### src/rtl/turn_sig_pkg.sv
// Shared types and default constants for the turn-signal input conditioner.
package turn_sig_pkg;

  typedef enum logic [1:0] {
    STABLE_LO,
    ARM_HI,
    STABLE_HI,
    ARM_LO
  } db_state_t;

  localparam int DB_CYCLES_DEF = 16;
  localparam int TICK_DIV_DEF  = 8;

endpackage

### src/rtl/switch_debounce.sv
// One turn-switch channel: two-flop synchronizer, debounce FSM with stability
// counter, registered level and a one-cycle rise pulse on a 0->1 commit.
module switch_debounce
  import turn_sig_pkg::*;
#(
  parameter int DB_CYCLES = DB_CYCLES_DEF
) (
  input  logic      i_clk,
  input  logic      i_rst_n,
  input  logic      i_raw,
  output logic      o_level,
  output logic      o_rise,
  output logic      o_commit,
  output db_state_t o_state
);

  localparam int            CW      = $clog2(DB_CYCLES);
  localparam logic [CW-1:0] CNT_MAX = CW'(DB_CYCLES - 1);

  logic            r_s1;
  logic            r_s2;
  db_state_t       r_state;
  logic [CW-1:0]   r_cnt;
  logic            r_level;
  logic            r_rise;
  logic            w_at_max;

  assign w_at_max = (r_cnt == CNT_MAX);

  // Combinational: high on the edge where the level is about to flip.
  assign o_commit = w_at_max &&
                    (((r_state == ARM_HI) && r_s2) ||
                     ((r_state == ARM_LO) && !r_s2));

  assign o_level = r_level;
  assign o_rise  = r_rise;
  assign o_state = r_state;

  always_ff @(posedge i_clk or negedge i_rst_n) begin
    if (!i_rst_n) begin
      r_s1 <= 1'b0;
      r_s2 <= 1'b0;
    end else begin
      r_s1 <= i_raw;
      r_s2 <= r_s1;
    end
  end

  always_ff @(posedge i_clk or negedge i_rst_n) begin
    if (!i_rst_n) begin
      r_state <= STABLE_LO;
      r_cnt   <= '0;
      r_level <= 1'b0;
      r_rise  <= 1'b0;
    end else begin
      r_rise <= 1'b0;
      case (r_state)
        STABLE_LO: begin
          if (r_s2) begin
            r_state <= ARM_HI;
            r_cnt   <= CW'(1);
          end
        end
        ARM_HI: begin
          if (!r_s2) begin
            r_state <= STABLE_LO;
            r_cnt   <= '0;
          end else if (w_at_max) begin
            r_state <= STABLE_HI;
            r_level <= 1'b1;
            r_rise  <= 1'b1;
            r_cnt   <= '0;
          end else begin
            r_cnt <= r_cnt + CW'(1);
          end
        end
        STABLE_HI: begin
          if (!r_s2) begin
            r_state <= ARM_LO;
            r_cnt   <= CW'(1);
          end
        end
        ARM_LO: begin
          if (r_s2) begin
            r_state <= STABLE_HI;
            r_cnt   <= '0;
          end else if (w_at_max) begin
            // Falling commits never pulse.
            r_state <= STABLE_LO;
            r_level <= 1'b0;
            r_cnt   <= '0;
          end else begin
            r_cnt <= r_cnt + CW'(1);
          end
        end
        default: begin
          r_state <= STABLE_LO;
          r_cnt   <= '0;
        end
      endcase
    end
  end

endmodule

### src/rtl/turn_input_conditioner.sv
// Turn-switch front end: two debounced channels plus a step strobe whose
// phase restarts whenever the debounced switch pair changes.
module turn_input_conditioner
  import turn_sig_pkg::*;
#(
  parameter int DB_CYCLES = DB_CYCLES_DEF,
  parameter int TICK_DIV  = TICK_DIV_DEF
) (
  input  logic clk,
  input  logic reset,
  input  logic left_raw,
  input  logic right_raw,
  output logic left,
  output logic right,
  output logic left_rise,
  output logic right_rise,
  output logic tick
);

  localparam int            DW      = $clog2(TICK_DIV);
  localparam logic [DW-1:0] DIV_MAX = DW'(TICK_DIV - 1);

  logic          w_left_commit;
  logic          w_right_commit;
  logic          w_change;
  db_state_t     w_left_state;
  db_state_t     w_right_state;
  logic [DW-1:0] r_div;
  logic          r_tick;

  switch_debounce #(.DB_CYCLES(DB_CYCLES)) u_left (
    .i_clk    (clk),
    .i_rst_n  (reset),
    .i_raw    (left_raw),
    .o_level  (left),
    .o_rise   (left_rise),
    .o_commit (w_left_commit),
    .o_state  (w_left_state)
  );

  switch_debounce #(.DB_CYCLES(DB_CYCLES)) u_right (
    .i_clk    (clk),
    .i_rst_n  (reset),
    .i_raw    (right_raw),
    .o_level  (right),
    .o_rise   (right_rise),
    .o_commit (w_right_commit),
    .o_state  (w_right_state)
  );

  assign w_change = w_left_commit | w_right_commit;
  assign tick     = r_tick;

  // A pattern change outranks a wrap so every new pattern gets a full period.
  always_ff @(posedge clk or negedge reset) begin
    if (!reset) begin
      r_div  <= '0;
      r_tick <= 1'b0;
    end else if (w_change) begin
      r_div  <= '0;
      r_tick <= 1'b0;
    end else if (r_div == DIV_MAX) begin
      r_div  <= '0;
      r_tick <= 1'b1;
    end else begin
      r_div  <= r_div + DW'(1);
      r_tick <= 1'b0;
    end
  end

  // Committed level must agree with the debounce state on every edge.
  a_left_level : assert property (@(posedge clk) disable iff (!reset)
    left == ((w_left_state == STABLE_HI) || (w_left_state == ARM_LO)));
  a_right_level : assert property (@(posedge clk) disable iff (!reset)
    right == ((w_right_state == STABLE_HI) || (w_right_state == ARM_LO)));

endmodule

### config.mk
export PLATFORM = sky130hd
export DESIGN_NAME = turn_input_conditioner
export DESIGN_NICKNAME = d
export VERILOG_FILES = /design/src/rtl/turn_sig_pkg.sv /design/src/rtl/switch_debounce.sv /design/src/rtl/turn_input_conditioner.sv
export SDC_FILE = /design/constraint.sdc
export NUM_CORES = 1
export LEC_CHECK = 0
export ABC_AREA = 1
export CAP_MARGIN = 10
export CELL_PAD_IN_SITES_DETAIL_PLACEMENT = 1
export CELL_PAD_IN_SITES_GLOBAL_PLACEMENT = 1
export CORE_AREA = 3 3 55 57
export CTS_CLUSTER_DIAMETER = 40
export DETAILED_ROUTE_END_ITERATION = 6
export DIE_AREA = 0 0 58 60
export PLACE_DENSITY = 0.75
export RECOVER_POWER = 100
export SLEW_MARGIN = 15
export SYNTH_ARGS = -nofsm -noshare
export SYNTH_HDL_FRONTEND = slang
export SYNTH_HIERARCHICAL = 1
export SYNTH_SLANG_ARGS = --single-unit
### constraint.sdc
create_clock -name clk -period 1.5 [get_ports clk]
set_input_delay 0.3 -clock clk [delete_from_list [all_inputs] [get_ports clk]]
set_output_delay 0.3 -clock clk [all_outputs]
set_load 0.02 [all_outputs]
==> results.cfg <==
[sta]
maxSlewHeadroom = 0.608
max_freq_ghz = 0.746
slew_viol_final = 0
setup_viol = 0
fin_setup_tns_ns = 0
rsz0062_at_grt = no
layout_worst_path_cycle_share = 0.894
clock_skew_ns = 0.00206
tightest_slew_ns = 0.588
hold_viol_final = 0
fin_crit_ns = 1.34

[clock_tree]
clock_tree.buffer_depth = 2
post_cts_buffers = 0
hold_buffers = 0
root_buffer = clkbuf_4
post_cts_resized = 5
cts_tree = done
worstSkewPairLatency_ns = 0.32
h-tree-depth = 1
clk_pin_slew_ns = 0.13
cts.sinks = 24
cts_buffers = 3

[routing]
drc = 0
wl_per_cell_um = 13.3
wirelength_um = 2140
detail_route.iter0.violations = 16
dr.pass1.iters = 3
dr_total_vias = 803
antenna_left = 0
viasPerCell = 4.99

[synth]
synth.area.top_cells = dfrtp_1 55%, nand2_1 8.6%, inv_1 7.5%
synth_top_area_frac = 0.548
ys_warn_count = 6
synth_cell_types = 15
synth_edf_count = 0
syn-instance-count = 118
synth_ff_type = dfrtp_1
yosysTopAreaCell = dfrtp_1
avgSynthCellArea_um2 = 9.29
syn_nets = 126
synth-async-reset-ratio = 1.00
ys_ff_latch = 24
yosysSeqAreaShare = 0.548
synth.cell_area_um2 = 1100

[cells_and_area]
mostFrequentLayoutCell = nand2_1
final_cells = 161
reg_top3 = u_left/r_cnt (4), u_right/r_cnt (4), r_div (3)
final_nets = 140
syn2layout_area_growth_pct = 13.6
final_cell_mix = 27 x nand2_1, 24 x dfrtp_1, 22 x inv_1, 16 x nand3_1
drive_gt1_frac = 0.115
finalInstanceArea_um2 = 1240
n_antenna_cell = 0

[placement]
dpl_cell_area_um2 = 1220
place.detailed.hpwl_um = 1720
place_congestion = 0.820
place_inst = 157
io_buffers = 8

[global_routing]
globalRoute.totalOverflow = 0
antenna_found_initial = 0
grt_pass1_vias = 883
grt_max_degree = 25
grt_pass1_wl_um = 3770
grt_usage = 0.142

[power_and_ir_drop]
pwr_density_cell_nw_per_um2 = 1010
ir_drop_mv = 0.505
total_power_mw = 1.26
p_leak_nw = 0.699

[critical_path]
crit_start = u_right/o_level$_DFFE_PN0P_
crit_cells = 1
cp.required_ns = 1.20
rr_worst_depth = 8
critPathBufInv = 1
crit_family = flip-flops
cp-start-kind = register
path_cells = dlygate4sd2_1
cp-end-kind = output pin
cpMaxStageDelayCell = dfrtp_1
cp_data_arrival_time_ns = 1.04
slowest_delay_ns = 0.40
r2r_setup_slack_ns = 0.18
worstPathMaxFanout = 2
worst-setup-path-type = reg -> out
r2r_start = u_left/r_cnt[0]$_DFFE_PN0P_

[floorplan]
fp.dieW_um = 58
die_h_um = 60
core-area_um2 = 2520
num_rows = 18
io_pins = 9
die-area_um2 = 3480
initial_utilization = 0.435

[min_path]
hold-path-cell-count = 0
hold_path.class = reg -> reg
hp-start = u_right/r_s1$_DFF_PN0_

[outcome]
status = complete, no violations

[run]
cap_violations = 0
==> stage by stage <==
| step | utilization | setup slack (ns) | hold slack [ns] |
|---|---|---|---|
| floorplan | - | 0.350 | 0.00441 |
| global placement | 0.484 | 0.224 | 0.331 |
| detailed placement | 0.484 | 0.193 | 0.336 |
| CTS | 0.502 | 0.131 | 0.323 |
| global route | 0.494 | 0.0472 | 0.379 |
| finish | 0.494 | 0.159 | 0.364 |
==> per-layer routing <==
layer	wire, um	track usage	vias up
li1	-	-	392
met1	852	0.156	399
met2	1210	0.276	8
met3	52	0.0259	4
met4	25	0.0397	0
met5	0	0	-
==> synthesized netlist by cell type (2+ instances only) <==
library cell	count
dfrtp_1	24
a21oi_1	2
inv_1	22
or2_2	2
o21bai_1	2
nand2_2	7
nor2_1	3
ha_1	4
nand3_1	16
nand4_1	4
o21ai_1	2
xnor2_2	2
nor2_4	2
nand2_1	25
==> cell families (layout without fill, tap and decap cells) <==
group	Yosys count	after routing	share of synthesized area
AO/OA/AOI/OAI	6	6	0.0320
adder cells (fa/ha/maj)	4	4	0.0457
XOR/XNOR	2	2	0.0297
AND/OR/NAND/NOR	60	60	0.269
buffers and inverters	22	35	0.0753
flip-flops	24	24	0.548
==> power by group <==
group          switching (mW)  leakage, nW  internal (mW)
Combinational          0.0514        0.360         0.0361
Sequential             0.0322        0.310          0.674
Clock                   0.197       0.0279          0.270
Total                   0.281        0.699          0.980
==> path summary, 6_finish.rpt <==
path,end
worst max-delay path,right
worst min-delay path,u_right/r_s2$_DFF_PN0_
worst max register to register,r_div[1]$_DFF_PN0_
worst min register to register,u_right/r_s2$_DFF_PN0_
max in group asynchronous,u_left/r_cnt[0]$_DFFE_PN0P_
min in group asynchronous,u_right/r_cnt[2]$_DFFE_PN0P_
==> layout make-up <==
cell class                      count  area (um2)
Clock buffer                        3        22.5
Inverter                           22        82.6
Tap cell                           30        37.5
Sequential cell                    24         601
Multi-Input combinational cell     72         393
Clock inverter                      1        30.0
Fill cell                         306        1280
Timing Repair Buffer                9        78.8
(Power assumes the default switching activity.)
